`src/rtl/pe_pkg.sv`:
```
// Shared PE definitions: adder flag layout, skid buffer state encoding, default widths.
package pe_pkg;

  localparam int DATA_W = 16;

  localparam int FLAG_C = 0;
  localparam int FLAG_Z = 1;
  localparam int FLAG_N = 2;
  localparam int FLAG_V = 3;

  typedef struct packed {
    logic v;
    logic n;
    logic z;
    logic c;
  } flags_t;

  typedef enum logic [1:0] {
    EMPTY = 2'd0,
    ONE   = 2'd1,
    FULL  = 2'd2
  } skid_state_e;

endpackage

```
`src/rtl/pe_result_skid_if.sv`:
```
// Result bus between the PE adder (master) and the result skid stage (slave).
interface pe_result_skid_if
  import pe_pkg::*;
#(
  parameter int WIDTH = 16
);

  // Handshake: a beat transfers on a rising edge where valid & ready are both 1.
  // Ready/valid driven by the stage depend only on its registered state and clk_en.
  logic [WIDTH-1:0] in_data;
  flags_t           in_flags;
  logic             in_valid;
  logic             in_ready;
  logic [WIDTH-1:0] out_data;
  flags_t           out_flags;
  logic             out_valid;
  logic             out_ready;

  modport master (
    output in_data, in_flags, in_valid, out_ready,
    input  in_ready, out_data, out_flags, out_valid
  );

  modport slave (
    input  in_data, in_flags, in_valid, out_ready,
    output in_ready, out_data, out_flags, out_valid
  );

endinterface

```
`src/rtl/pe_skid_buf.sv`:
```
// Generic 2-entry valid/ready skid buffer; main register m feeds the output, s catches the overflow.
module pe_skid_buf
  import pe_pkg::*;
#(
  parameter int W = 20
) (
  input  logic         clk,
  input  logic         rst_n,
  input  logic         en,
  input  logic [W-1:0] in_payload,
  input  logic         in_valid,
  output logic         in_ready,
  output logic [W-1:0] out_payload,
  output logic         out_valid,
  input  logic         out_ready,
  output skid_state_e  state
);

  skid_state_e state_nxt;
  logic [W-1:0] m_q, m_nxt;
  logic [W-1:0] s_q, s_nxt;
  logic acc;
  logic dlv;

  // rst_n keeps in_ready low while reset is held even though state is already EMPTY
  assign in_ready    = en & rst_n & (state != FULL);
  assign out_valid   = en & (state != EMPTY);
  assign out_payload = m_q;
  assign acc         = in_valid & in_ready;
  assign dlv         = out_valid & out_ready;

  always_ff @(posedge clk or negedge rst_n) begin
    if (!rst_n) begin
      state <= EMPTY;
      m_q   <= '0;
      s_q   <= '0;
    end else begin
      state <= state_nxt;
      m_q   <= m_nxt;
      s_q   <= s_nxt;
    end
  end

  always_comb begin
    state_nxt = state;
    m_nxt     = m_q;
    s_nxt     = s_q;
    unique case (state)
      EMPTY: begin
        if (acc) begin
          m_nxt     = in_payload;
          state_nxt = ONE;
        end
      end
      ONE: begin
        if (acc && dlv) begin
          m_nxt = in_payload;
        end else if (acc) begin
          s_nxt     = in_payload;
          state_nxt = FULL;
        end else if (dlv) begin
          state_nxt = EMPTY;
        end
      end
      FULL: begin
        if (dlv) begin
          m_nxt     = s_q;
          state_nxt = ONE;
        end
      end
      default: state_nxt = EMPTY;
    endcase
  end

endmodule

```
`src/rtl/pe_result_skid.sv`:
```
// PE adder output stage: skid-buffers {flags, sum} and tracks sticky C/V plus a delivered-result count.
module pe_result_skid
  import pe_pkg::*;
#(
  parameter int WIDTH = 16,
  parameter int CNT_W = 16
) (
  input  logic              CLK,
  input  logic              ASYNCRESET,
  input  logic              clk_en,
  input  logic              clr_sticky,
  pe_result_skid_if.slave   bus,
  output logic              sticky_c,
  output logic              sticky_v,
  output logic [CNT_W-1:0]  out_count,
  output skid_state_e       dbg_state
);

  logic [WIDTH+3:0] buf_out;
  logic acc;
  logic dlv;

  pe_skid_buf #(.W(WIDTH + 4)) u_buf (
    .clk         (CLK),
    .rst_n       (ASYNCRESET),
    .en          (clk_en),
    .in_payload  ({bus.in_flags, bus.in_data}),
    .in_valid    (bus.in_valid),
    .in_ready    (bus.in_ready),
    .out_payload (buf_out),
    .out_valid   (bus.out_valid),
    .out_ready   (bus.out_ready),
    .state       (dbg_state)
  );

  assign {bus.out_flags, bus.out_data} = buf_out;
  assign acc = bus.in_valid & bus.in_ready;
  assign dlv = bus.out_valid & bus.out_ready;

  // A flag set by this cycle's accepted result wins over a simultaneous clear
  always_ff @(posedge CLK or negedge ASYNCRESET) begin
    if (!ASYNCRESET) begin
      sticky_c <= 1'b0;
      sticky_v <= 1'b0;
    end else if (clk_en) begin
      sticky_c <= (sticky_c & ~clr_sticky) | (acc & bus.in_flags[FLAG_C]);
      sticky_v <= (sticky_v & ~clr_sticky) | (acc & bus.in_flags[FLAG_V]);
    end
  end

  always_ff @(posedge CLK or negedge ASYNCRESET) begin
    if (!ASYNCRESET) begin
      out_count <= '0;
    end else if (clk_en) begin
      if (clr_sticky) begin
        out_count <= dlv ? CNT_W'(1) : '0;
      end else if (dlv && (out_count != {CNT_W{1'b1}})) begin
        out_count <= out_count + CNT_W'(1);
      end
    end
  end

endmodule

```
`src/flat_wrapper.sv`:
```
// flat-port wrapper written by rule: the top's interface ports become plain ports
module pe_result_skid_flat import pe_pkg::*;
#(
  parameter int WIDTH = 16,
  parameter int CNT_W = 16
)
  (CLK, ASYNCRESET, clk_en, clr_sticky, sticky_c, sticky_v, out_count, dbg_state, bus_in_data, bus_in_flags, bus_in_valid, bus_out_ready, bus_in_ready, bus_out_data, bus_out_flags, bus_out_valid);
  pe_result_skid_if #(.WIDTH(WIDTH)) bus_i ();
  input  logic CLK;
  input  logic ASYNCRESET;
  input  logic clk_en;
  input  logic clr_sticky;
  output logic sticky_c;
  output logic sticky_v;
  output logic [CNT_W-1:0] out_count;
  output skid_state_e dbg_state;
  input wire logic [$bits(bus_i.in_data)-1:0] bus_in_data;
  input wire logic [$bits(bus_i.in_flags)-1:0] bus_in_flags;
  input wire logic [$bits(bus_i.in_valid)-1:0] bus_in_valid;
  input wire logic [$bits(bus_i.out_ready)-1:0] bus_out_ready;
  output wire logic [$bits(bus_i.in_ready)-1:0] bus_in_ready;
  output wire logic [$bits(bus_i.out_data)-1:0] bus_out_data;
  output wire logic [$bits(bus_i.out_flags)-1:0] bus_out_flags;
  output wire logic [$bits(bus_i.out_valid)-1:0] bus_out_valid;
  assign bus_i.in_data = bus_in_data;
  assign bus_i.in_flags = bus_in_flags;
  assign bus_i.in_valid = bus_in_valid;
  assign bus_i.out_ready = bus_out_ready;
  assign bus_in_ready = bus_i.in_ready;
  assign bus_out_data = bus_i.out_data;
  assign bus_out_flags = bus_i.out_flags;
  assign bus_out_valid = bus_i.out_valid;
  pe_result_skid #(.WIDTH(WIDTH), .CNT_W(CNT_W)) u_core (.CLK(CLK), .ASYNCRESET(ASYNCRESET), .clk_en(clk_en), .clr_sticky(clr_sticky), .bus(bus_i), .sticky_c(sticky_c), .sticky_v(sticky_v), .out_count(out_count), .dbg_state(dbg_state));
endmodule
```
`config.mk`:
```
export PLATFORM = sky130hd
export DESIGN_NAME = pe_result_skid_flat
export DESIGN_NICKNAME = d
export VERILOG_FILES = /design/src/rtl/pe_pkg.sv /design/src/rtl/pe_result_skid_if.sv /design/src/rtl/pe_skid_buf.sv /design/src/rtl/pe_result_skid.sv /design/src/flat_wrapper.sv
export SDC_FILE = /design/constraint.sdc
export NUM_CORES = 1
export LEC_CHECK = 0
export CAP_MARGIN = 0
export CORE_MARGIN = 4
export CORE_UTILIZATION = 51
export DETAILED_ROUTE_END_ITERATION = 12
export PLACE_DENSITY_LB_ADDON = 0.3
export SLEW_MARGIN = 20
export SYNTH_ARGS = -nofsm -noshare
export SYNTH_HDL_FRONTEND = slang
export SYNTH_HIERARCHICAL = 1
export SYNTH_SLANG_ARGS = --single-unit
```
`constraint.sdc`:
```
create_clock -name CLK -period 3 [get_ports CLK]
set_clock_uncertainty 0.1 [all_clocks]
set_input_delay 0.6 -clock CLK [delete_from_list [all_inputs] [get_ports CLK]]
set_output_delay 0.6 -clock CLK [all_outputs]
set_load 0.005 [all_outputs]
```
==> results.txt, run 1 <==
Outcome - completed
Worst R2R Setup Slack - 0.64 ns
Worst path slowest cell - dlygate4sd3_1
Final Critical Period - 2.84 ns
Skew-Pair Late Insertion Delay - 0.34 ns
Antenna-violating nets left - 0
CTS root buf - clkbuf_8
Die width - 88.0 um
Clk pwr share - 27.8%
Hold Path End - u_core/u_buf/s_q[1]$_DFFE_PN0P_
Post-synth top area share - 46.0%
Switching Fraction - 26.6%
Design Area, Final - 4250 um2
Period utilisation layout - 94.7%
I/O pins - 68
Synth Area per Inst - 12.1 um2
Largest net degree at the start of global routing - 56
Avg Vias per Cell - 5.80
Area Growth Syn to Fin - 30.3%
Worst reg-to-reg path cell count - 5
Hold depth - 1
Synth area leader - dfrtp_1
Share of layout cells above drive strength 1 - 27.4%
Hold Vio Cnt, Final - 0
Final Max Slew Viols - 0
Fillers - 463
DP Area - 4020 um2
Core Box Area - 6060 um2
FF-to-FF End - u_core/out_count[2]$_DFFE_PN0P_
Reg2reg start - u_core/out_count[1]$_DFFE_PN0P_
Post-synth top flop - dfrtp_1
Number of global-route vias before repair - 2547
Grt total ovfl - 0
Sequential element share of the synthesized area - 46.0%
CTS tree - yes
Internal power - 2170 uW
Setup Total Neg Slack - 0 ns
Peak Freq - 0.352 GHz
Synth Register Bits - 60
Antenna diodes - 0
Wire per inst - 17.3 um
Final HPWL DP - 5110 um
Tot GR Track Use - 21.5%
Die area - 7750 um2
Least-Margin Pin Slew - 0.795 ns
Synth area leaders - dfrtp_1, mux2_2, mux2_4
Asr flop ratio synth - 100%
Net switching power - 789 uW
Relative slew slack - 46.5%
Critical path class - input port to output pin
CP arrival - 2.14 ns
Hold Crit Class - flop to flop
Syn nets - 296
RSZ-0062 raised after global routing - false
NumNets Final - 376
Post-Syn Instances - 269
Synth warn - 6
Power share of the combinational group - 29.9%
Synth Cell Area - 3270 um2
Slowest stage delay, CP - 0.53 ns
Inserted Clock Buffers - 9
CTS sink count - 60
Distinct cell type count after synthesis - 52
DRC Markers - 0
GPL Wtd Cong - 0.868
Worst-path maximum fanout - 10
Post-synth EDFFs - 0
Global-route wire length before repair - 12800 um
Clk slew on worst S/H paths - 0.08 ns
I/O Buffers - 67
Worst EP required - 2.30 ns
Routed wire length - 7430 um
Via count - 2489
CP startpoint - ASYNCRESET
Max VDD drop - 0.593 mV
# Post-CTS Setup Buffers - 0
Hold_sp - u_core/u_buf/s_q[1]$_DFFE_PN0P_
Initial Util - 53.9%
Max cap viols - 0
Starting DRT DRC Count - 165
Final setup fails - 0
Startpoint Class - input port
Maximum buffer depth of the clock tree - 2
Seq pwr share - 42.4%
Endpoint class of the critical path - output pin
TritonRoute pass-1 iters - 4
Worst-path cell chain - dlygate4sd3_1 -> clkbuf_4 -> nand2_1 -> nor2_1 -> clkdlybuf4s50_1
P_leak - 0.00181 uW
H-tree depth - 3
Pwr/cell area - 697 nW/um2
Site Rows - 28
Chip height - 88.0 um
Initial antenna violation count - 0
critical path, delay by kind of cell:
| family | cells | cell delay (ns) |
|---|---|---|
| buffers and inverters | 3 | 1.27 |
| and+or+nand+nor | 2 | 0.26 |
state kept, by name, indices dropped and copies added (netlist names):
signal                    cells
u_core/u_buf/state            2
u_core/out_count             16
u_core/u_buf/out_payload     20
u_core/u_buf/s_q             20
u_core/sticky_v               1
u_core/sticky_c               1
power by group through the flow:
stage / Clock, uW / Combinational, uW / Sequential, uW
3_5_place_dp: 0 / 890 / 1260
5_1_grt: 880 / 961 / 1300
6_report: 823 / 885 / 1260
4_1_cts: 835 / 897 / 1260
2_1_floorplan: 0 / 452 / 1240
3_3_place_gp: 0 / 871 / 1250
metrics by stage:
step                      std cells  setup WS (ns)  util (%)  power, uW  hold slack, ns
final                           429          0.158      70.2       2960           0.407
after global placement          412          0.151      66.3       2120           0.359
after floorplan                 269          0.735         -       1690           0.204
after detailed placement        412          0.115      66.3       2150           0.367
after global routing            429         0.0237      70.2       3140           0.424
after CTS                       429         0.0820      70.1       2990           0.410
cell usage in the layout (no fill, tap or decap), types with 4 or more instances in the layout:
master,synthesis,final
nand2_1,18,18
clkdlybuf4s50_1,0,66
mux2_2,37,37
inv_1,4,4
nand3_1,17,17
nor2b_1,5,5
or4_1,5,5
mux2_4,21,21
clkbuf_8,0,9
a21oi_1,4,4
nor2_1,5,5
nor4_1,4,4
and3_1,5,5
nor3_1,9,9
o21ai_0,7,7
dfrtp_1,60,60
buf_4,0,11
nand4_1,9,9
cells by family after synthesis:
family | Yosys count | synth area share [%]
fa+ha+maj | 1 | 0.383
buf+inv | 15 | 3.29
flops | 60 | 46.0
simple gates | 97 | 18.6
compound gates | 36 | 8.62
mux | 60 | 23.1
synthesized netlist by cell type, drive strengths merged (4+ instances only):
cell    n
nor4    5
or4     9
nand3  17
buf     7
inv     4
nor2b   7
nand4  10
dfrtp  60
o21ai   7
nor3    9
a21oi   4
mux2   60
nor2    5
and3    5
nand2  18
worst max-delay path by stage:
stage,to,slack (ns)
6_report,bus_in_ready,0.16
5_1_grt,bus_in_ready,0.02
4_1_cts,bus_in_ready,0.08
3_5_place_dp,u_core/out_count[15]$_DFFE_PN0P_,0.11
3_3_place_gp,u_core/out_count[15]$_DFFE_PN0P_,0.15
2_1_floorplan,u_core/out_count[15]$_DFFE_PN0P_,0.74
timing repair:
action	in CTS	in global routing
hold buffers	1	0
gates resized for setup	0	1
endpoints found under the hold margin	3	0
endpoints found under the setup margin	0	1
final cells by class:
type / instances / area, um2 / share of cell area [%]
multi-input cells: 194 / 1660 / 38.9
flip-flops and latches: 60 / 1500 / 35.3
repair buffers: 79 / 761 / 17.9
clock buffers: 9 / 124 / 2.91
clock inverters: 7 / 98.8 / 2.32
well taps: 75 / 93.8 / 2.21
inverters: 5 / 18.8 / 0.441
routing by layer:
metal  GRT usage, %  vias up  wire (um)
met5              0        -          0
met4           7.14        0         97
met3           6.30        8        516
met2           32.7       85       3520
met1           29.6     1200       3290
li1               -     1196          -
Power figures use the tool's default switching activity.
==> run 2: changes to the inputs <==
--- a/config.mk
+++ b/config.mk
@@ -5,6 +5,7 @@
 export SDC_FILE = /design/constraint.sdc
 export NUM_CORES = 1
 export LEC_CHECK = 0
+export ABC_AREA = 1
 export CAP_MARGIN = 0
 export CORE_MARGIN = 4
 export CORE_UTILIZATION = 51
==> run 2 against run 1 <==
Net effect:
- maximum frequency up 3.9%
- total power up 2.7%
- sequential power about the same
- synthesized cell count up 50%
- wire length up 3.2%
- count of clock-buffer cells in the layout up 5
- critical endpoint unchanged
- largest power group unchanged
==> results.txt, run 2 <==
Layout Cells excl Fill - 551
CTS root buf - clkbuf_8
Critical Path Sink - bus_in_ready
Final HPWL DP - 5290 um
Post-CTS resize count - 0
Initial Util - 52.6%
Post-Syn Instances - 404
Chip height - 86.2 um
Most common cell after layout, fill and taps aside - nand2_1
CP arrival - 2.04 ns
GPL Wtd Cong - 0.857
Setup Total Neg Slack - 0 ns
Relative slew slack - 48.6%
Endpoint class of the critical path - output pin
Routed wire length - 7670 um
CP startpoint - clk_en
Grt total ovfl - 0
Hold Crit Class - input port to async pin
Site Rows - 28
CTS sink count - 60
Final Max Slew Viols - 0
Number of global-route vias before repair - 2707
Largest net degree at the start of global routing - 61
Via count - 2895
Maximum buffer depth of the clock tree - 2
Sequential element share of the synthesized area - 48.2%
Cells after DPL - 536
Ranking of synthesized cells by instance count - nand2_1, dfrtp_1, nand3_1
Inserted Clock Buffers - 9
Share of layout cells above drive strength 1 - 8.82%
Synth Area per Inst - 7.71 um2
Max VDD drop - 0.433 mV
Startpoint Class - input port
Post-synth EDFFs - 0
Seq pwr share - 40.8%
Final Critical Period - 2.74 ns
Skew-Pair Late Insertion Delay - 0.34 ns
Avg Vias per Cell - 5.25
Asr flop ratio synth - 100%
Clk pwr share - 24.9%
Wire per inst - 13.9 um
Synth Cell Area - 3120 um2
Post-synth top area share - 48.2%
Antenna diodes - 0
Max cap viols - 0
Least-Margin Pin Slew - 0.770 ns
CTS tree - yes
Die width - 86.2 um
Tot GR Track Use - 21.8%
Power share of the combinational group - 34.3%
Worst-path maximum fanout - 7
Post-CTS Hold Buffers - 0
Synth Register Bits - 60
Core Box Area - 5920 um2
Period utilisation layout - 91.2%
Peak Freq - 0.366 GHz
TritonRoute pass-1 iters - 4
Initial antenna violation count - 0
Net switching power - 994 uW
H-tree depth - 3
Most frequent cell after synthesis - nand2_1
Worst reg-to-reg path cell count - 7
Hold Vio Cnt, Final - 0
I/O Buffers - 67
Worst EP required - 2.30 ns
Post-synth top flop - dfrtp_1
Area Growth Syn to Fin - 29.2%
FF-to-FF End - u_core/u_buf/out_payload[17]$_DFFE_PN0P_
# Post-CTS Setup Buffers - 0
Outcome - completed
Synth area leader - dfrtp_1
Switching Fraction - 32.7%
DRC Markers - 0
Final setup fails - 0
I/O pins - 68
NumNets Final - 499
Antenna-violating nets left - 0
Distinct cell type count after synthesis - 24
Synth area leaders - dfrtp_1, nand2_1, nand3_1
Critical path class - input port to output pin
Internal power - 2050 uW
Global-route wire length before repair - 12600 um
Most frequent cells in the layout - nand2_1, clkdlybuf4s50_1, dfrtp_1
Worst R2R Setup Slack - 0.94 ns
Starting DRT DRC Count - 174
Syn nets - 431
Synth warn - 6
Pwr/cell area - 756 nW/um2
Reg2reg start - u_core/u_buf/state[1]$_DFFE_PN0P_
Clk slew on worst S/H paths - 0.07 ns
Die area - 7420 um2
RSZ-0062 raised after global routing - false
P_leak - 0.00185 uW
==> run 2: critical path: stages <==
cell and delay (ns):
clkdlybuf4s50_1 0.60, nand2_1 0.12, nor2_2 0.17, clkdlybuf4s50_1 0.55
==> run 2: logic make-up after synthesis <==
logic type	after synthesis	synth area share (%)
compound gates	63	11.4
buf+inv	55	7.95
flops	60	48.2
fa+ha+maj	1	0.402
simple gates	220	30.6
xor+xnor	5	1.41
==> run 2: per-stage QoR <==
stage / utilization [%] / worst slack, ns / hold slack, ns / total power (uW) / area, um2
floorplan: - / 1.36 / 0.204 / 1770 / 3120
global placement: 64.6 / 0.275 / 0.356 / 2260 / 3820
detailed placement: 64.6 / 0.263 / 0.357 / 2290 / 3820
CTS: 68.0 / 0.252 / 0.374 / 3060 / 4030
global route: 68.0 / 0.178 / 0.396 / 3250 / 4030
finish: 68.0 / 0.264 / 0.364 / 3040 / 4030
==> run 2: layout make-up <==
type                       count  area, um2
clock buffer                  14        173
multi-input combinational    289       1370
fill                         486       1900
tap                           75       93.8
sequential                    60       1500
clock inverter                 1       30.0
inverter                      38        143
timing repair buffer          74        718
==> run 2: worst min-delay path by stage <==
stage | start | to | slack (ns)
floorplan | ASYNCRESET | u_core/out_count[0]$_DFFE_PN0P_ | 0.20
global placement | u_core/u_buf/out_payload[1]$_DFFE_PN0P_ | u_core/u_buf/out_payload[1]$_DFFE_PN0P_ | 0.36
detailed placement | u_core/u_buf/out_payload[19]$_DFFE_PN0P_ | u_core/u_buf/out_payload[19]$_DFFE_PN0P_ | 0.36
CTS | u_core/u_buf/out_payload[19]$_DFFE_PN0P_ | u_core/u_buf/out_payload[19]$_DFFE_PN0P_ | 0.37
global route | u_core/u_buf/out_payload[15]$_DFFE_PN0P_ | u_core/u_buf/out_payload[15]$_DFFE_PN0P_ | 0.40
finish | ASYNCRESET | u_core/out_count[4]$_DFFE_PN0P_ | 0.36
==> run 2: routing by layer <==
metal	vias up	track usage, %	wire length [um]
met5	-	0	0
met4	0	6.19	97
met3	9	7.59	507
met2	94	35.9	3860
met1	1364	27.3	3200
li1	1428	-	-
==> run 2: power groups by stage <==
| stage | Combinational, uW | Clock (uW) | Sequential, uW |
|---|---|---|---|
| 2_1_floorplan | 536 | 0 | 1240 |
| 3_3_place_gp | 1010 | 0 | 1250 |
| 3_5_place_dp | 1040 | 0 | 1250 |
| 4_1_cts | 1050 | 767 | 1240 |
| 5_1_grt | 1160 | 818 | 1280 |
| 6_report | 1040 | 758 | 1240 |
==> run 3: changes to the inputs <==
--- a/config.mk
+++ b/config.mk
@@ -7,10 +7,9 @@
 export LEC_CHECK = 0
 export ABC_AREA = 1
 export CAP_MARGIN = 0
-export CORE_MARGIN = 4
-export CORE_UTILIZATION = 51
+export CORE_UTILIZATION = 55
 export DETAILED_ROUTE_END_ITERATION = 12
-export PLACE_DENSITY_LB_ADDON = 0.3
+export PLACE_DENSITY = 0.93
 export SLEW_MARGIN = 20
 export SYNTH_ARGS = -nofsm -noshare
 export SYNTH_HDL_FRONTEND = slang
==> constraint.sdc (replaced) <==
create_clock -name CLK -period 3.2 [get_ports CLK]
set_clock_uncertainty 0.1 [all_clocks]
set_input_delay 0.64 -clock CLK [delete_from_list [all_inputs] [get_ports CLK]]
set_output_delay 0.64 -clock CLK [all_outputs]
set_load 0.005 [all_outputs]
==> run 3 against run 2 <==
Net effect:
- critical path depth unchanged
- sequential cell count unchanged
- setup slack improved by 0.16 ns
- wire length increased by 1.5%
- via count increased by 1.4%
- sequential share of layout area increased by 0.48 points
- total power decreased by 9.9%
- die area decreased by 20%
==> results.txt, run 3 (synthesized netlist as in run 2, its figures left out) <==
Hold Crit Class - input port to async pin
Inserted Clock Buffers - 9
Area Growth Syn to Fin - 27.6%
GPL Wtd Cong - 0.866
Final Critical Period - 2.77 ns
Post-CTS Hold Buffers - 0
Critical path class - input port to output pin
Area of the multi-input gates - 1370 um2
Wire per inst - 14.2 um
Via count - 2936
Fillers - 432
Max VDD drop - 0.534 mV
Avg Vias per Cell - 5.37
Hold Vio Cnt, Final - 0
CP startpoint - clk_en
RSZ-0062 raised after global routing - false
Starting DRT DRC Count - 199
Core Box Area - 5470 um2
Pwr/cell area - 690 nW/um2
Grt total ovfl - 0
Most common cell after layout, fill and taps aside - nand2_1
Least-Margin Pin Slew - 0.751 ns
Clk slew on worst S/H paths - 0.07 ns
DP Area - 3800 um2
Initial antenna violation count - 0
CTS tree - yes
Site Rows - 27
Initial Util - 56.9%
Largest net degree at the start of global routing - 61
Final setup fails - 0
Share of layout cells above drive strength 1 - 8.63%
# Post-CTS Setup Buffers - 0
I/O pins - 68
Design Area, Final - 3970 um2
I/O Buffers - 67
Maximum buffer depth of the clock tree - 2
DRC Markers - 0
Chip height - 77.3 um
Endpoint class of the critical path - output pin
Final HPWL DP - 5310 um
Die width - 77.3 um
Worst EP required - 2.46 ns
Seq. cell area - 1500 um2
TritonRoute pass-1 iters - 5
CTS root buf - clkbuf_8
Period utilisation layout - 86.7%
Final Max Slew Viols - 0
Outcome - completed
Global-route wire length before repair - 13300 um
Startpoint Class - input port
Max cap viols - 0
Antenna diodes - 0
Tot GR Track Use - 28.5%
Setup Total Neg Slack - 0 ns
P_leak - 0.00182 uW
Most frequent cells in the layout - nand2_1, clkdlybuf4s50_1, dfrtp_1
Routed wire length - 7780 um
Skew-Pair Late Insertion Delay - 0.34 ns
NumNets Final - 497
Antenna-violating nets left - 0
Post-CTS resize count - 0
Peak Freq - 0.360 GHz
H-tree depth - 3
Die area - 5970 um2
CP arrival - 2.03 ns
Number of global-route vias before repair - 2900
CTS sink count - 60
Relative slew slack - 50.0%
Reg2reg start - u_core/u_buf/state[1]$_DFFE_PN0P_
Worst-path maximum fanout - 7
run 3: critical path: stages:
cell and delay (ns):
clkdlybuf4s50_1 0.59, nand2_1 0.13, nor2_2 0.15, clkdlybuf4s50_1 0.52
run 3: per-stage QoR:
step,total power [uW],hold WS (ns),util [%],std cells,setup slack [ns]
after global routing,2930,0.390,72.6,547,0.367
after detailed placement,2150,0.359,69.5,531,0.448
after CTS,2750,0.376,72.6,547,0.443
after floorplan,1660,0.244,-,404,1.52
after global placement,2100,0.359,69.5,531,0.466
final,2740,0.369,72.6,547,0.426
run 3: path summary, 6_finish.rpt:
check                           cells after the start  slack, ns                                        to
worst max-delay path                                4       0.43                              bus_in_ready
worst min-delay path                                2       0.37           u_core/out_count[1]$_DFFE_PN0P_
worst max register to register                      7       1.10  u_core/u_buf/out_payload[17]$_DFFE_PN0P_
worst min register to register                      2       0.38  u_core/u_buf/out_payload[10]$_DFFE_PN0P_
max in group asynchronous                           2       2.12           u_core/u_buf/s_q[4]$_DFFE_PN0P_
min in group CLK                                    2       0.38  u_core/u_buf/out_payload[10]$_DFFE_PN0P_
run 3: per-layer routing:
layer	GRT usage [%]	routed length [um]	vias to the layer above
li1	-	-	1424
met1	33.2	3110	1387
met2	50.5	4040	103
met3	5.24	399	22
met4	13.2	230	0
met5	0	0	-
run 3: layout make-up:
class                           instances  share of cell area, %
Clock buffer                           12                   3.65
Clock inverter                          4                  0.630
Inverter                               38                   3.59
Multi-Input combinational cell        289                   34.4
Sequential cell                        60                   37.8
Tap cell                               72                   2.27
Timing Repair Buffer                   72                   17.7
run 3: where the power goes:
group	switching, uW	internal, uW	leakage (uW)
clock network	293	299	0.0000824
logic	516	465	0.000975
registers	139	1030	0.000759
